$ cat src/rtl/attitude_pid_mixer.sv
`default_nettype none
// ============================================================================
// Module  : attitude_pid_mixer
// Brief   : 3-axis PID on one shared signed MAC, feeding an X-quad motor mixer.
// Revision: 1.0
// ============================================================================
module attitude_pid_mixer #(
  parameter int DATA_W     = 16,
  parameter int COEF_W     = 16,
  parameter int ACC_W      = 40,
  parameter int FRAC_SHIFT = 8,
  parameter int INT_LIM    = 8192,
  parameter int OUT_W      = 16,
  parameter int OUT_MIN    = 256,
  parameter int OUT_MAX    = 65000,
  parameter int KP_DEF     = 100,
  parameter int KI_DEF     = 10,
  parameter int KD_DEF     = 50
) (
  input  logic                  clk,
  input  logic                  rst_n,
  input  logic                  arm,
  input  logic                  gain_we,
  input  logic [3:0]            gain_addr,
  input  logic [COEF_W-1:0]     gain_data,
  input  logic                  in_valid,
  output logic                  in_ready,
  input  logic [OUT_W-1:0]      throttle,
  input  logic [3*DATA_W-1:0]   target,
  input  logic [3*DATA_W-1:0]   meas,
  output logic                  out_valid,
  output logic [OUT_W-1:0]      pwm_m1,
  output logic [OUT_W-1:0]      pwm_m2,
  output logic [OUT_W-1:0]      pwm_m3,
  output logic [OUT_W-1:0]      pwm_m4,
  output logic                  sat_flag
);

  localparam int E_W = DATA_W + 1;
  localparam int D_W = DATA_W + 2;
  localparam int I_W = DATA_W + 2;

  localparam logic signed [I_W:0]     c_ilim_hi   = (I_W+1)'(INT_LIM);
  localparam logic signed [I_W:0]     c_ilim_lo   = (I_W+1)'(-INT_LIM);
  localparam logic signed [ACC_W-1:0] c_out_min   = ACC_W'(OUT_MIN);
  localparam logic signed [ACC_W-1:0] c_out_max   = ACC_W'(OUT_MAX);

  typedef enum logic [2:0] {
    S_IDLE = 3'd0,
    S_ERR  = 3'd1,
    S_MAC  = 3'd2,
    S_MIX  = 3'd3,
    S_OUT  = 3'd4
  } state_t;

  state_t                   r_state;
  logic                     r_arm;
  logic [OUT_W-1:0]         r_thr;
  logic [3*DATA_W-1:0]      r_target;
  logic [3*DATA_W-1:0]      r_meas;
  logic signed [E_W-1:0]    r_err  [3];
  logic signed [E_W-1:0]    r_prev [3];
  logic signed [D_W-1:0]    r_der  [3];
  logic signed [I_W-1:0]    r_int  [3];
  logic [COEF_W-1:0]        r_gain [9];
  logic signed [ACC_W-1:0]  r_acc;
  logic signed [ACC_W-1:0]  r_u    [3];
  logic [1:0]               r_axis;
  logic [1:0]               r_term;

  logic signed [DATA_W-1:0] w_tgt   [3];
  logic signed [DATA_W-1:0] w_mes   [3];
  logic signed [E_W-1:0]    w_err   [3];
  logic signed [D_W-1:0]    w_der   [3];
  logic signed [I_W:0]      w_isum  [3];
  logic signed [I_W-1:0]    w_iclamp[3];
  logic [3:0]               w_gidx;
  logic signed [ACC_W-1:0]  w_opnd;
  logic signed [ACC_W-1:0]  w_coef;
  logic signed [ACC_W-1:0]  w_prod;
  logic signed [ACC_W-1:0]  w_sum;
  logic signed [ACC_W-1:0]  w_thr;
  logic signed [ACC_W-1:0]  w_mix   [4];
  logic [OUT_W-1:0]         w_pwm   [4];
  logic                     w_sat;

  // Error, derivative and saturating integral for all three axes in parallel
  always_comb begin
    for (int a = 0; a < 3; a++) begin
      w_tgt[a]  = r_target[a*DATA_W +: DATA_W];
      w_mes[a]  = r_meas[a*DATA_W +: DATA_W];
      w_err[a]  = E_W'(w_tgt[a]) - E_W'(w_mes[a]);
      w_der[a]  = D_W'(w_err[a]) - D_W'(r_prev[a]);
      w_isum[a] = (I_W+1)'(r_int[a]) + (I_W+1)'(w_err[a]);
      if (w_isum[a] > c_ilim_hi)
        w_iclamp[a] = I_W'(c_ilim_hi);
      else if (w_isum[a] < c_ilim_lo)
        w_iclamp[a] = I_W'(c_ilim_lo);
      else
        w_iclamp[a] = w_isum[a][I_W-1:0];
    end
  end

  // Shared MAC: operand selected by term, gain zero-extended before the signed multiply
  always_comb begin
    w_gidx = 4'(r_axis) * 4'd3 + 4'(r_term);
    w_coef = $signed({{(ACC_W-COEF_W){1'b0}}, r_gain[w_gidx]});
    case (r_term)
      2'd0:    w_opnd = ACC_W'(r_err[r_axis]);
      2'd1:    w_opnd = ACC_W'(r_int[r_axis]);
      2'd2:    w_opnd = ACC_W'(r_der[r_axis]);
      default: w_opnd = '0;
    endcase
    w_prod = w_opnd * w_coef;
    w_sum  = r_acc + w_prod;
  end

  always_comb begin
    w_thr    = $signed({{(ACC_W-OUT_W){1'b0}}, r_thr});
    w_mix[0] = w_thr - r_u[0] - r_u[1] - r_u[2];
    w_mix[1] = w_thr - r_u[0] + r_u[1] + r_u[2];
    w_mix[2] = w_thr + r_u[0] - r_u[1] + r_u[2];
    w_mix[3] = w_thr + r_u[0] + r_u[1] - r_u[2];
    w_sat    = 1'b0;
    for (int m = 0; m < 4; m++) begin
      if (w_mix[m] < c_out_min) begin
        w_pwm[m] = c_out_min[OUT_W-1:0];
        w_sat    = 1'b1;
      end else if (w_mix[m] > c_out_max) begin
        w_pwm[m] = c_out_max[OUT_W-1:0];
        w_sat    = 1'b1;
      end else begin
        w_pwm[m] = w_mix[m][OUT_W-1:0];
      end
    end
  end

  always_ff @(posedge clk or negedge rst_n) begin
    if (!rst_n) begin
      r_state   <= S_IDLE;
      in_ready  <= 1'b1;
      out_valid <= 1'b0;
      pwm_m1    <= '0;
      pwm_m2    <= '0;
      pwm_m3    <= '0;
      pwm_m4    <= '0;
      sat_flag  <= 1'b0;
      r_arm     <= 1'b0;
      r_thr     <= '0;
      r_target  <= '0;
      r_meas    <= '0;
      r_acc     <= '0;
      r_axis    <= '0;
      r_term    <= '0;
      for (int a = 0; a < 3; a++) begin
        r_err[a]  <= '0;
        r_prev[a] <= '0;
        r_der[a]  <= '0;
        r_int[a]  <= '0;
        r_u[a]    <= '0;
        r_gain[a*3]   <= COEF_W'(KP_DEF);
        r_gain[a*3+1] <= COEF_W'(KI_DEF);
        r_gain[a*3+2] <= COEF_W'(KD_DEF);
      end
    end else begin
      case (r_state)
        S_IDLE: begin
          if (gain_we && gain_addr <= 4'd8)
            r_gain[gain_addr] <= gain_data;
          if (in_valid) begin
            r_arm    <= arm;
            r_thr    <= throttle;
            r_target <= target;
            r_meas   <= meas;
            in_ready <= 1'b0;
            r_state  <= S_ERR;
          end
        end
        S_ERR: begin
          // A disarmed sample wipes the loop history so re-arming starts clean
          for (int a = 0; a < 3; a++) begin
            if (r_arm) begin
              r_err[a]  <= w_err[a];
              r_der[a]  <= w_der[a];
              r_prev[a] <= w_err[a];
              r_int[a]  <= w_iclamp[a];
            end else begin
              r_err[a]  <= '0;
              r_der[a]  <= '0;
              r_prev[a] <= '0;
              r_int[a]  <= '0;
            end
          end
          r_acc   <= '0;
          r_axis  <= '0;
          r_term  <= '0;
          r_state <= S_MAC;
        end
        S_MAC: begin
          if (r_term == 2'd2) begin
            r_u[r_axis] <= w_sum >>> FRAC_SHIFT;
            r_acc       <= '0;
            r_term      <= '0;
            if (r_axis == 2'd2)
              r_state <= S_MIX;
            else
              r_axis <= r_axis + 2'd1;
          end else begin
            r_acc  <= w_sum;
            r_term <= r_term + 2'd1;
          end
        end
        S_MIX: begin
          out_valid <= 1'b1;
          if (r_arm) begin
            pwm_m1   <= w_pwm[0];
            pwm_m2   <= w_pwm[1];
            pwm_m3   <= w_pwm[2];
            pwm_m4   <= w_pwm[3];
            sat_flag <= w_sat;
          end else begin
            pwm_m1   <= '0;
            pwm_m2   <= '0;
            pwm_m3   <= '0;
            pwm_m4   <= '0;
            sat_flag <= 1'b0;
          end
          r_state <= S_OUT;
        end
        S_OUT: begin
          out_valid <= 1'b0;
          in_ready  <= 1'b1;
          r_state   <= S_IDLE;
        end
        default: begin
          out_valid <= 1'b0;
          in_ready  <= 1'b1;
          r_state   <= S_IDLE;
        end
      endcase
    end
  end

endmodule
`default_nettype wire

$ cat config.mk
export PLATFORM = sky130hd
export DESIGN_NAME = attitude_pid_mixer
export DESIGN_NICKNAME = d
export VERILOG_FILES = /design/src/rtl/attitude_pid_mixer.sv
export SDC_FILE = /design/constraint.sdc
export NUM_CORES = 2
export LEC_CHECK = 0
export ABC_AREA = 1
export BUFFER_PORTS_ARGS = -buffer_cell sky130_fd_sc_hd__buf_2
export CORE_UTILIZATION = 39
export DETAILED_ROUTE_END_ITERATION = 8
export GPL_ROUTABILITY_DRIVEN = 0
export PLACE_DENSITY = 0.55
export SLEW_MARGIN = 0
export SYNTH_ARGS = -nofsm -noshare
export SYNTH_HDL_FRONTEND = slang
export SYNTH_SLANG_ARGS = --single-unit
$ cat constraint.sdc
create_clock -name clk -period 20 [get_ports clk]
set_input_delay 1 -clock clk [delete_from_list [all_inputs] [get_ports clk]]
set_output_delay 1 -clock clk [all_outputs]
set_load 0.005 [all_outputs]
==> flow_summary.toml <==
[run_status]
outcome = "finished clean"

[final_layout]
finalNonFillerCells = 11300
number_of_nets_in_the_final_layout = 10100
layout_overhead_on_the_synthesized_area_pct = 9.86
post-route-util_pct = 43.2
antennaDiodeCount = 0
post_route_cells_drive_above_1_share_pct = 6.54

[synthesis]
ys_dominant_reg_cell = "sky130_fd_sc_hd__dfrtp_1"
number_of_synthesis_warnings = 0
synth_common_cells = "2,176 x sky130_fd_sc_hd__nand2_1, 1,676 x sky130_fd_sc_hd__inv_1, 733 x sky130_fd_sc_hd__nor2_1"
yosys.cell_count.top_type = "sky130_fd_sc_hd__nand2_1"
synthesis.area_mm2 = 0.0647
synth.area.top_cells = "sky130_fd_sc_hd__dfrtp_1 23%, sky130_fd_sc_hd__fa_1 17%, sky130_fd_sc_hd__nand2_1 13%"
number_of_distinct_standard_cells_referenced_by_the_synthesized_netlist = 68
synth_largest_type_area_fraction_pct = 23.2
avgSynthCellArea_um2 = 7.31
synth_edf_count = 0
synth.yosys.seq_area_share_pct = 24.2
syn_nets = 9969
synth_top_cell_by_area = "sky130_fd_sc_hd__dfrtp_1"
netlist_instances = 8851
ys_ff_latch = 626
async_reset_ff_share_pct = 100

[sta]
relative_slew_slack_pct = 22.7
final_setup_viols = 0
finalHoldWorstSlack_ns = 0.295
setup_repair_after_global_routing_missed_its_margin = "false"
min_period_ns = 10.30
post-route-period-util_pct = 51.5
fmax_mhz = 97.0
report.final.slew_viol_count = 0
worst_margin_pin_slew_ns = 1.15
clock_skew_ns = 0.0689
timing.final.hold_violations = 0
timing.setup.tns_ns = 0

[clock_network]
ctsHoldBuffers = 0
clock_latency_ns = 0.74
cts_buffers = 84
post-cts-setup-buffers = 0
cts_htree_levels = 3
clkSlewWorstSetupHoldPaths_ns = 0.06
cts_buffer_depth = 3
clock_tree.root_cell = "sky130_fd_sc_hd__clkbuf_16"
cts_tree = "yes"
clock_sink_count = 626
post_cts_resize_count = 0

[routing]
antenna_viol_nets_final = 0
drt_first_pass_iters = 6
route.detailed.wl_per_inst_um = 19.1
drt_first_iter_violations = 4696
remaining_drc_errors = 0
postRouteWirelength_um = 215000
viasPerCell = 5.19
num_vias = 58400

[die]
design.die.area_mm2 = 0.168
fp.dieH_um = 409
core_area_mm2 = 0.165
floorplan.die.width_um = 409
boundaryPins = 204
num_rows = 149
initial_core_util_pct = 39.3

[setup_path]
regToRegEndpoint = "r_u[58]"
worst-endpoint-arrival_ns = 10.87
timing.reg2reg.setup_slack_ns = 9.70
reg2reg_depth = 34
crit_family = "adder cells"
timing.critical_path.to_type = "flip-flop"
path_class = "flip-flop to flip-flop"
critical-path-top-cell-by-count = "sky130_fd_sc_hd__fa_1"
critical_path.slowest_cell = "sky130_fd_sc_hd__fa_1"
timing.critical_path.slowest_cell_delay_ns = 0.85
worst-path-max-fanout = 31
regToRegStartpoint = "r_axis[1]"
cp_data_required_time_ns = 20.57
worstSetupStartpoint = "r_axis[1]"
timing.critical_path.from_type = "flip-flop"
cp_num_buf_inv = 8

[global_routing]
global_route_wire_length_before_repair_um = 336000
first_global_vias = 58100
largest_net_degree_at_the_start_of_global_routing = 149
track_usage_pct = 25.8
grt_overflow_total = 0
grt_antenna_before_repair = 7

[placed_design]
dp_hpwl_um = 174000
dpl.cell_count = 11100
numPortBuffers = 203

[min_path]
hold_path.class = "primary input to async pin"

[job]
drv_cap = 0
## area by class of cell
class	count	area [µm²]
repair buffers	271	1560
well taps	2189	2740
clock buffers	115	2340
fillers	17100	93700
flip-flops and latches	626	15700
multi-input cells	6305	41800
inverters	1706	6400
clock inverters	40	549
## stage by stage
step	cell area, µm²	setup slack, ns
finish	71100	9.70
CTS	71100	9.72
detailed placement	68200	9.79
global placement	68200	9.89
global route	71100	8.95
floorplan	64700	11.49
## registers in the layout, indices dropped and copies added, names as in the netlist, 3 cells and up
register  count
r_int        54
r_meas       48
pwm_m1       16
r_state       3
pwm_m3       16
r_der        54
r_u          96
pwm_m4       16
r_gain      144
pwm_m2       16
r_acc        40
r_prev       51
r_target     48
r_thr        16
## placed cells by master (no fill, tap or decap), types with 16 or more instances in the layout
cell type                   instances
sky130_fd_sc_hd__a21o_1            27
sky130_fd_sc_hd__a21oi_1          511
sky130_fd_sc_hd__a221oi_1          18
sky130_fd_sc_hd__a22o_1            20
sky130_fd_sc_hd__a31oi_1           18
sky130_fd_sc_hd__and2_1            17
sky130_fd_sc_hd__buf_2            202
sky130_fd_sc_hd__buf_4             66
sky130_fd_sc_hd__clkbuf_1          20
sky130_fd_sc_hd__clkbuf_16         85
sky130_fd_sc_hd__clkinv_2          16
sky130_fd_sc_hd__dfrtp_1          601
sky130_fd_sc_hd__dfstp_2           25
sky130_fd_sc_hd__fa_1             535
sky130_fd_sc_hd__ha_1             445
sky130_fd_sc_hd__inv_1           1675
sky130_fd_sc_hd__inv_2             22
sky130_fd_sc_hd__mux2_2            63
sky130_fd_sc_hd__nand2_1         2173
sky130_fd_sc_hd__nand3_1          421
sky130_fd_sc_hd__nand3b_1          34
sky130_fd_sc_hd__nand4_1           84
sky130_fd_sc_hd__nor2_1           732
sky130_fd_sc_hd__nor3_1            80
sky130_fd_sc_hd__o21ai_0          527
sky130_fd_sc_hd__o21ai_1           34
sky130_fd_sc_hd__o21bai_1          40
sky130_fd_sc_hd__o22ai_1          107
sky130_fd_sc_hd__or2_2             23
sky130_fd_sc_hd__xnor2_1           46
sky130_fd_sc_hd__xor2_1           162
## kinds of logic after synthesis
family / synth area share (%)
flip-flops: 24.2
AND/OR/NAND/NOR: 23.0
XOR/XNOR: 2.81
multiplexers: 1.10
buffers and inverters: 11.2
AO/OA/AOI/OAI: 12.4
adder cells (fa/ha/maj): 25.2
## routing by layer
| metal | part of all wire, % | vias to the layer above | wire length, µm | track usage [%] |
|---|---|---|---|---|
| li1 | - | 28100 | - | - |
| met5 | 0.10 | - | 224 | 0.690 |
| met3 | 8.3 | 333 | 18000 | 6.47 |
| met2 | 44 | 1846 | 94700 | 40.2 |
| met1 | 45 | 28000 | 96300 | 35.1 |
| met4 | 2.8 | 8 | 6110 | 7.43 |
## worst reg2reg max path, delay by kind of cell (launching register included)
kind	cells	cell delay, ns
fa+ha+maj	10	4.95
buf+inv	8	1.77
flops	1	0.32
compound gates	8	1.72
simple gates	8	1.39
## worst max path at each step
stage,cells past startpoint,to,slack [ns]
2_1_floorplan,33,r_u[18],11.49
3_3_place_gp,34,r_u[78],9.89
3_5_place_dp,34,r_u[78],9.79
4_1_cts,33,r_u[78],9.72
5_1_grt,33,r_u[118],8.95
6_report,34,r_u[58],9.70
Power is left out: the tool's default activity adds up to more than one toggle a clock period on the data nets, which glitch-free logic cannot reach.
